[src/rtl/line_position_estimator.sv]
// Line position estimator: synchronises and debounces N reflectance sensors, then scans
// the debounced vector once per sample tick to produce position, line-lost, junction and side flags.
module line_position_estimator #(
  parameter int N_SENSORS         = 8,
  parameter int POS_W             = 11,
  parameter int HALF_STEP         = 64,
  parameter int SENSOR_ACTIVE_LOW = 1,
  parameter int FILT_LEN          = 4,
  parameter int SAMPLE_DIV        = 1000,
  parameter int LOST_TIMEOUT      = 8,
  parameter int LOST_CODE         = 2047
) (
  input  logic                 clk,
  input  logic                 rst_n,
  input  logic [N_SENSORS-1:0] sensors,
  output logic [POS_W-1:0]     position,
  output logic                 pos_valid,
  output logic                 line_lost,
  output logic                 junction,
  output logic                 lost_side
);

  localparam int IDX_W  = $clog2(N_SENSORS);
  localparam int SUM_W  = IDX_W + 1;
  localparam int CNT_W  = $clog2(N_SENSORS + 1);
  localparam int DIV_W  = $clog2(SAMPLE_DIV);
  localparam int FLT_W  = 4;
  localparam int LOST_W = 8;

  localparam logic [IDX_W-1:0]  LAST_IDX  = IDX_W'(N_SENSORS - 1);
  localparam logic [IDX_W-1:0]  IDX_ONE   = IDX_W'(1);
  localparam logic [SUM_W-1:0]  MID_SUM   = SUM_W'(N_SENSORS - 1);
  localparam logic [CNT_W-1:0]  CNT_ONE   = CNT_W'(1);
  localparam logic [CNT_W-1:0]  CNT_ALL   = CNT_W'(N_SENSORS);
  localparam logic [DIV_W-1:0]  DIV_LAST  = DIV_W'(SAMPLE_DIV - 1);
  localparam logic [DIV_W-1:0]  DIV_ONE   = DIV_W'(1);
  localparam logic [FLT_W-1:0]  FLT_ONE   = FLT_W'(1);
  localparam logic [FLT_W-1:0]  FLT_FULL  = FLT_W'(FILT_LEN);
  localparam logic [LOST_W-1:0] LOST_ONE  = LOST_W'(1);
  localparam logic [LOST_W-1:0] LOST_MAX  = LOST_W'(LOST_TIMEOUT);
  localparam logic [POS_W-1:0]  STEP_C    = POS_W'(HALF_STEP);
  localparam logic [POS_W-1:0]  LOST_C    = POS_W'(LOST_CODE);

  typedef enum logic [1:0] {IDLE, SCAN, CALC} state_t;

  logic [N_SENSORS-1:0] sync_q1, sync_q2, act;
  logic [DIV_W-1:0]     div_cnt;
  logic                 tick;
  logic [N_SENSORS-1:0] deb, deb_next;
  logic [FLT_W-1:0]     flt_cnt  [N_SENSORS];
  logic [FLT_W-1:0]     flt_next [N_SENSORS];

  state_t               state, state_next;
  logic                 start, scan_en, calc_en;
  logic [N_SENSORS-1:0] snap;
  logic [IDX_W-1:0]     idx, min_idx, max_idx;
  logic [CNT_W-1:0]     hit_cnt;
  logic [LOST_W-1:0]    lost_cnt, lost_next;
  logic [SUM_W-1:0]     sum;

  // Two-flop synchroniser; act[i] is 1 when sensor i sees the line.
  always_ff @(posedge clk or negedge rst_n) begin
    if (!rst_n) begin
      sync_q1 <= '0;
      sync_q2 <= '0;
    end else begin
      sync_q1 <= sensors;
      sync_q2 <= sync_q1;
    end
  end

  assign act  = (SENSOR_ACTIVE_LOW != 0) ? ~sync_q2 : sync_q2;
  assign tick = (div_cnt == DIV_LAST);

  always_ff @(posedge clk or negedge rst_n) begin
    if (!rst_n)    div_cnt <= '0;
    else if (tick) div_cnt <= '0;
    else           div_cnt <= div_cnt + DIV_ONE;
  end

  // NOTE: every always_comb output gets a default first so no path leaves it unassigned (no latch).
  always_comb begin
    deb_next = deb;
    flt_next = flt_cnt;
    if (tick) begin
      for (int i = 0; i < N_SENSORS; i++) begin
        if (act[i] == deb[i]) begin
          flt_next[i] = '0;
        end else if (flt_cnt[i] + FLT_ONE == FLT_FULL) begin
          deb_next[i] = act[i];
          flt_next[i] = '0;
        end else begin
          flt_next[i] = flt_cnt[i] + FLT_ONE;
        end
      end
    end
  end

  // NOTE: the per-bit filter counters are a handful of flops, not a RAM, so they take the reset too.
  always_ff @(posedge clk or negedge rst_n) begin
    if (!rst_n) begin
      deb <= '0;
      for (int i = 0; i < N_SENSORS; i++) flt_cnt[i] <= '0;
    end else begin
      deb     <= deb_next;
      flt_cnt <= flt_next;
    end
  end

  // NOTE: state and datapath registers use non-blocking assignment so every flop samples pre-edge values.
  always_ff @(posedge clk or negedge rst_n) begin
    if (!rst_n) state <= IDLE;
    else        state <= state_next;
  end

  always_comb begin
    state_next = state;
    case (state)
      IDLE:    if (tick) state_next = SCAN;
      SCAN:    if (idx == LAST_IDX) state_next = CALC;
      CALC:    state_next = IDLE;
      default: state_next = IDLE;
    endcase
  end

  always_comb begin
    start   = (state == IDLE) && tick;
    scan_en = (state == SCAN);
    calc_en = (state == CALC);
  end

  assign sum       = {1'b0, min_idx} + {1'b0, max_idx};
  assign lost_next = (lost_cnt == LOST_MAX) ? lost_cnt : lost_cnt + LOST_ONE;

  always_ff @(posedge clk or negedge rst_n) begin
    if (!rst_n) begin
      snap      <= '0;
      idx       <= '0;
      min_idx   <= '0;
      max_idx   <= '0;
      hit_cnt   <= '0;
      lost_cnt  <= '0;
      position  <= '0;
      pos_valid <= 1'b0;
      line_lost <= 1'b0;
      junction  <= 1'b0;
      lost_side <= 1'b0;
    end else begin
      pos_valid <= calc_en;
      if (start) begin
        snap    <= deb_next;
        idx     <= '0;
        min_idx <= LAST_IDX;
        max_idx <= '0;
        hit_cnt <= '0;
      end
      if (scan_en) begin
        if (snap[idx]) begin
          if (idx < min_idx) min_idx <= idx;
          if (idx > max_idx) max_idx <= idx;
          hit_cnt <= hit_cnt + CNT_ONE;
        end
        idx <= idx + IDX_ONE;
      end
      if (calc_en) begin
        if (hit_cnt != '0) begin
          position  <= POS_W'(sum) * STEP_C;
          lost_cnt  <= '0;
          line_lost <= 1'b0;
          junction  <= (hit_cnt == CNT_ALL);
          // A line centred exactly on the array keeps the previous side.
          if (sum > MID_SUM)      lost_side <= 1'b1;
          else if (sum < MID_SUM) lost_side <= 1'b0;
        end else begin
          lost_cnt <= lost_next;
          junction <= 1'b0;
          if (lost_next == LOST_MAX) begin
            position  <= LOST_C;
            line_lost <= 1'b1;
          end else begin
            line_lost <= 1'b0;
          end
        end
      end
    end
  end

endmodule

[config.mk]
export PLATFORM = sky130hd
export DESIGN_NAME = line_position_estimator
export DESIGN_NICKNAME = d
export VERILOG_FILES = /design/src/rtl/line_position_estimator.sv
export SDC_FILE = /design/constraint.sdc
export NUM_CORES = 1
export LEC_CHECK = 0
export BUFFER_PORTS_ARGS = -buffer_cell sky130_fd_sc_hd__buf_2
export CORE_MARGIN = 2
export CORE_UTILIZATION = 50
export CTS_BUF_LIST = sky130_fd_sc_hd__clkbuf_4 sky130_fd_sc_hd__clkbuf_8 sky130_fd_sc_hd__clkbuf_16
export CTS_CLUSTER_SIZE = 12
export DETAILED_ROUTE_END_ITERATION = 12
export GPL_ROUTABILITY_DRIVEN = 0
export PLACE_DENSITY = 0.68
export REMOVE_ABC_BUFFERS = 1
export SLEW_MARGIN = 10
export SYNTH_ARGS = -nofsm -noshare
export SYNTH_HDL_FRONTEND = slang
export SYNTH_SLANG_ARGS = --single-unit
[constraint.sdc]
create_clock -name clk -period 2.2 [get_ports clk]
set_input_delay 0.11 -clock clk [delete_from_list [all_inputs] [get_ports clk]]
set_output_delay 0.11 -clock clk [all_outputs]
set_load 0.005 [all_outputs]
==> results of run 1 <==
report_power, final:
part / internal, mW / switching [mW] / leakage [nW]
Combinational: 0.0310 / 0.0522 / 1.45
Clock: 0.716 / 0.650 / 0.120
Sequential: 1.96 / 0.0112 / 1.43
through the flow:
step	hold slack, ns	util [%]	setup TNS, ns	setup slack [ns]	total power, mW
finish	0.288	57.3	0	0.171	3.42
global route	0.337	57.3	0	0.0426	3.58
CTS	0.299	57.1	0	0.0558	3.49
detailed placement	0.181	54.1	0	0.0856	2.09
global placement	0.180	54.1	0	0.157	2.08
floorplan	-0.186	-	-61.70	-1.65	2.02
routing by layer:
metal,vias to the layer above,routed length (um),track usage (%)
met1,1963,4780,24.4
met2,53,4820,30.9
li1,2037,-,-
met4,0,108,5.70
met5,-,0,0
met3,11,331,5.39
layout make-up:
class	instances	area (um^2)	area share, %
Sequential cell	106	2650	42.5
Clock buffer	12	159	2.55
Timing Repair Buffer	53	375	6.02
Multi-Input combinational cell	396	2700	43.3
Tap cell	140	175	2.81
Clock inverter	4	73.8	1.18
Inverter	27	101	1.63
registers in the layout (all words and copies together) (netlist names), 5 cells and up:
register / count
sync_q1: 8
div_cnt: 10
flt_cnt: 32
deb: 8
position: 5
lost_cnt: 8
sync_q2: 8
snap: 8
kinds of logic after synthesis:
kind of cell               Yosys count
and+or+nand+nor                    187
AOI/OAI and AO/OA                  126
DFF                                106
buffers and inverters               52
adders and majority gates           31
muxes                               28
xor gates and xnor gates            24
repair_timing:
item	4_1_cts	5_1_grt
setup buffers	0	3
hold endpoints to repair	54	0
hold buffers	9	0
setup endpoints to repair	0	10
layout by cell type, fill, tap and decap left out, types with 3 or more instances in the layout:
| master | Yosys | layout |
|---|---|---|
| o31ai_1 | 15 | 15 |
| nor3b_1 | 10 | 10 |
| nor2b_1 | 7 | 7 |
| nor3_1 | 12 | 12 |
| and3_1 | 10 | 10 |
| o22ai_1 | 5 | 5 |
| dfrtp_1 | 106 | 106 |
| xnor2_1 | 14 | 14 |
| mux2_1 | 8 | 8 |
| dlygate4sd3_1 | 0 | 9 |
| mux2i_1 | 16 | 16 |
| nand3b_1 | 4 | 4 |
| ha_1 | 30 | 30 |
| and3b_1 | 3 | 3 |
| a31oi_1 | 6 | 6 |
| buf_2 | 3 | 23 |
| or2_2 | 8 | 8 |
| nand2_1 | 59 | 59 |
| nand3_1 | 37 | 37 |
| xor2_1 | 10 | 10 |
| a21oi_1 | 9 | 9 |
| nor2_1 | 19 | 19 |
| nand2b_1 | 4 | 4 |
| a22o_1 | 15 | 15 |
| clkbuf_8 | 0 | 11 |
| o21ai_0 | 49 | 49 |
| a21bo_1 | 4 | 4 |
| buf_4 | 7 | 20 |
| a21o_1 | 3 | 3 |
| o21ai_1 | 5 | 5 |
| inv_1 | 27 | 27 |
| mux2_2 | 3 | 3 |
path summary, 6_finish.rpt:
kind                            slack, ns     endpoint  startpoint
worst max-delay path                 0.17      snap[6]  div_cnt[0]
worst min-delay path                 0.29   flt_cnt[4]       rst_n
worst max register to register       0.17      snap[6]  div_cnt[0]
worst min register to register       0.36   sync_q2[0]  sync_q1[0]
max in group asynchronous            1.25  position[8]       rst_n
min in group clk                     0.36   sync_q2[0]  sync_q1[0]
==> results_dict.tcl, run 1 <==
set metrics [dict create \
    muxShareOfSynthArea_pct 5.36 \
    hpwlAfterDp_mm 6.89 \
    worst-path-stages 6 \
    syn_inst 554 \
    drive_above_1_share_pct 12.9 \
    viasPerCell 5.51 \
    fin_skew_ns 0.00928 \
    ys_warn_count 0 \
    synthTopCellsByArea "dfrtp_1 48%, ha_1 6.7%, o21ai_0 4.4%, nand2_1 4.0%, nand3_1 3.3%" \
    ios 25 \
    ant_nets 0 \
    avgRoutedWirePerCell_um 13.6 \
    synth_adder_area_share_pct 7.08 \
    cp_max_fo 18 \
    numPortBuffers 24 \
    mappedNetlistArea_mm2 0.00558 \
    syn2layout_area_growth_pct 11.7 \
    clkTransAtPathRegs_ns 0.09 \
    drv_slew 0 \
    clockBufferDepth 2 \
    synth_edf_count 0 \
    fin_crit_sh_pct 92.2 \
    cp_num_buf_inv 1 \
    die_h_um 110 \
    grt_max_degree 50 \
    first_global_vias 3869 \
    setup_viol 0 \
    peakVddDrop_uv 532 \
    tightest_slew_ns 0.651 \
    synth-async-reset-ratio_pct 100 \
    synth_seq_cells 106 \
    place_area_mm2 0.00589 \
    drtPass1Iterations 4 \
    n_antenna_cell 0 \
    endpoint_kind "register" \
    wirelength_mm 10.0 \
    yosys.cell_types.count 58 \
    syn_avg_cell_area_um2 10.1 \
    synth_top_family_by_area "simple AND/OR/NAND/NOR gates" \
    htreeDepth 3 \
    instances_no_fill 738 \
    leakage_nw 3.00 \
    drt_iter0_markers 216 \
    track_usage_pct 18.9 \
    required_ns 2.46 \
    cts_resized 0 \
    start_util_pct 51.3 \
    arrival_ns 2.29 \
    stdcell_area_mm2 0.00624 \
    maxCapViolations 0 \
    synth_compound_area_share_pct 14.8 \
    synth_xor_area_share_pct 3.76 \
    route.detailed.drc 0 \
    grt_pass1_wl_mm 17.8 \
    path_cells "ha_1 -> and4bb_1 -> nand4_1 -> or3_1 -> buf_4 -> mux2_1" \
    rows 38 \
    cp-start-kind "register" \
    maxSlewHeadroom_pct 56.6 \
    timing.critical_path.slowest_cell_delay_ns 0.40 \
    cts_tree "yes" \
    crit_family "simple AND/OR/NAND/NOR gates" \
    ys_seq_area_share_pct 47.5 \
    rsz0062_at_grt "no" \
    period_needed_ns 2.03 \
    die_w_um 110 \
    hold_viol_final 0 \
    core_mm2 0.0109 \
    yosysTopAreaCell "dfrtp_1" \
    power.density_mw_per_mm2 549 \
    slowest_stage "dfrtp_1" \
    reg2reg_depth 6 \
    via_count 4064 \
    synth-main-ff-cell "dfrtp_1" \
    crit_type "register to register" \
    holdCritPathClass "input pin to async pin" \
    dp_cells 710 \
    numCtsBuffers 9 \
    clockRootBuffer "clkbuf_8" \
    yosys.area_share.simple_pct 17.3 \
    status "completed" \
    clock_latency_ns 0.38 \
    synth_top_area_share_pct 47.5 \
    timing.fmax_ghz 0.493 \
    dieArea_mm2 0.0120 \
    synth_common_cells "106 x dfrtp_1, 59 x nand2_1, 49 x o21ai_0, 37 x nand3_1, 30 x ha_1" \
    antenna_found_initial 0 \
    gr-total-overflow 0 \
    yosysMostFrequentCell "dfrtp_1" \
    fill_cells 926 \
    cts.sinks 106 \
    final_nets 634 \
]
No activity file was read; power rests on OpenSTA's default activity.
==> run 2, diff against run 1 <==
--- a/config.mk
+++ b/config.mk
@@ -6,5 +6,6 @@
 export NUM_CORES = 1
 export LEC_CHECK = 0
-export BUFFER_PORTS_ARGS = -buffer_cell sky130_fd_sc_hd__buf_2
+export BUFFER_PORTS_ARGS = -buffer_cell sky130_fd_sc_hd__buf_4
+export CAP_MARGIN = 20
 export CORE_MARGIN = 2
 export CORE_UTILIZATION = 50
==> constraint.sdc (replaced) <==
create_clock -name clk -period 2.2 [get_ports clk]
set_input_delay 0.33 -clock clk [delete_from_list [all_inputs] [get_ports clk]]
set_output_delay 0.33 -clock clk [all_outputs]
set_load 0.005 [all_outputs]
==> run 2 against run 1 <==
First-iteration DRC count is 0.93% higher. Critical endpoint is now min_idx[2]. Global-route usage is 0.14 points lower. Die area stayed put. Hold slack worse by 0.23 ns. Sequential power hardly changed. Final cell count is 1.8% lower. Sequential share of layout area is 0.33 points higher. Largest cell class unchanged. Register-to-register slack worse by 0.02 ns.
==> results_dict.tcl, run 2 (synthesized netlist as in run 1, its figures left out) <==
set metrics [dict create \
    status "completed" \
    holdCritPathClass "input pin to register" \
    timing.critical_path.slowest_cell_delay_ns 0.63 \
    htreeDepth 3 \
    n_antenna_cell 0 \
    seqCellArea_mm2 0.00265 \
    reg2reg_depth 5 \
    r2r-end "min_idx[2]" \
    dieArea_mm2 0.0120 \
    r2r_start "idx[1]" \
    clockRootBuffer "clkbuf_8" \
    drv_slew 0 \
    regMostFlops "flt_cnt" \
    maxSlewHeadroom_pct 63.8 \
    worstHoldStart "sensors[4]" \
    hold_viol_final 0 \
    place_area_mm2 0.00593 \
    setup_viol 0 \
    viasPerCell 5.61 \
    timing.fmax_ghz 0.487 \
    ios 25 \
    p_int_mw 2.68 \
    peakVddDrop_uv 517 \
    period_needed_ns 2.05 \
    final_util_pct 56.8 \
    numPortBuffers 24 \
    fin_crit_sh_pct 93.3 \
    clkTransAtPathRegs_ns 0.10 \
    final_common_cell "dfrtp_1" \
    cp_max_fo 10 \
    rsz0062_at_grt "no" \
    arrival_ns 2.31 \
    slowest_stage "dfrtp_1" \
    avgRoutedWirePerCell_um 14.0 \
    drtPass1Iterations 4 \
    track_usage_pct 18.7 \
    tightest_slew_ns 0.542 \
    largest_reg_flops 32 \
    cts_tree "yes" \
    syn2layout_area_growth_pct 10.8 \
    pre_cts_ws_ns 0.124 \
    drive_above_1_share_pct 12.6 \
    path_cells "mux2i_1 -> a22oi_1 -> nand4_2 -> a211oi_2 -> mux2_2" \
    die_w_um 110 \
    power.density_mw_per_mm2 548 \
    setup_slack_ns 0.148 \
    wirelength_mm 10.2 \
    finalPower_mw 3.39 \
    holdWs_ns 0.0536 \
    cp-start-kind "register" \
    numCtsBuffers 9 \
    reg2reg_slack_ns 0.15 \
    grt_pass1_wl_mm 17.7 \
    antenna_found_initial 0 \
    switching_share_pct 20.9 \
    ant_nets 0 \
    mostFrequentLayoutCells "106 x dfrtp_1, 59 x nand2_1, 49 x o21ai_0" \
    drt_iter0_markers 218 \
    via_count 4069 \
    fill_cells 932 \
    first_global_vias 3878 \
    reg_top3 "flt_cnt (32), div_cnt (10)" \
    crit_family "flip-flops" \
    route.detailed.drc 0 \
    crit_type "register to register" \
    start_util_pct 51.3 \
    instances_no_fill 725 \
    p_switching_uw 710 \
    finalSetupTns_ns 0 \
    endpoint_kind "register" \
    leakage_nw 2.94 \
    gr-total-overflow 0 \
    final_nets 621 \
    die_h_um 110 \
    startpoint "idx[1]" \
    power_frac_seq_pct 58.1 \
    clockBufferDepth 2 \
    combPwrFrac_pct 2.2 \
    multi_input_area_mm2 0.00272 \
    hpwlAfterDp_mm 7.10 \
    core_mm2 0.0109 \
    stdcell_area_mm2 0.00619 \
    rows 38 \
    clock_latency_ns 0.37 \
    grt_max_degree 52 \
    clkPwrFrac_pct 39.7 \
    required_ns 2.46 \
    whs_endpoint "sync_q1[4]" \
    cp_num_buf_inv 0 \
    holdPathStages 1 \
    maxCapViolations 0 \
    fin_skew_ns 0.0111 \
    dp_cells 707 \
    cts.sinks 106 \
]
run 2: power by group through the flow:
stage	logic [mW]	clock network, mW	registers [mW]
2_1_floorplan	0.0157	0	2.01
4_1_cts	0.0786	1.40	1.97
6_report	0.0748	1.35	1.97
3_5_place_dp	0.0771	0	2.01
5_1_grt	0.0861	1.47	1.98
3_3_place_gp	0.0762	0	2.01
run 2: repair_timing:
action                                  in CTS  in global routing
buffers inserted                             0                  1
hold buffers                                 1                  0
endpoints found under the hold margin       33                  0
gates resized for setup                      0                  3
endpoints found under the setup margin       0                  8
run 2: cell type report:
class                           instances  area share (%)
Sequential cell                       106            42.9
Clock inverter                          4            1.21
Tap cell                              140            2.83
Multi-Input combinational cell        396            43.9
Timing Repair Buffer                   40            5.10
Inverter                               27            1.64
Clock buffer                           12            2.47
run 2: how the worst max path moves through the flow:
stage	end	slack [ns]	cells after the start
floorplan	snap[0]	-1.65	5
global placement	snap[0]	0.20	6
detailed placement	snap[2]	0.12	6
CTS	snap[6]	0.11	6
global route	min_idx[2]	0.01	5
finish	min_idx[2]	0.15	5
run 2: worst reg2reg max path: cells and delay by family, from the launching register on:
family,cells,cell delay (ns)
DFF,1,0.63
AOI/OAI and AO/OA,2,0.55
muxes,2,0.57
and+or+nand+nor,1,0.20
run 2: routing by layer:
| layer | vias to the layer above | share of wire [%] | GRT usage (%) |
|---|---|---|---|
| li1 | 2018 | - | - |
| met1 | 1996 | 48 | 23.5 |
| met2 | 47 | 48 | 31.3 |
| met3 | 8 | 3.1 | 5.63 |
| met4 | 0 | 1.4 | 5.61 |
| met5 | - | 0 | 0 |
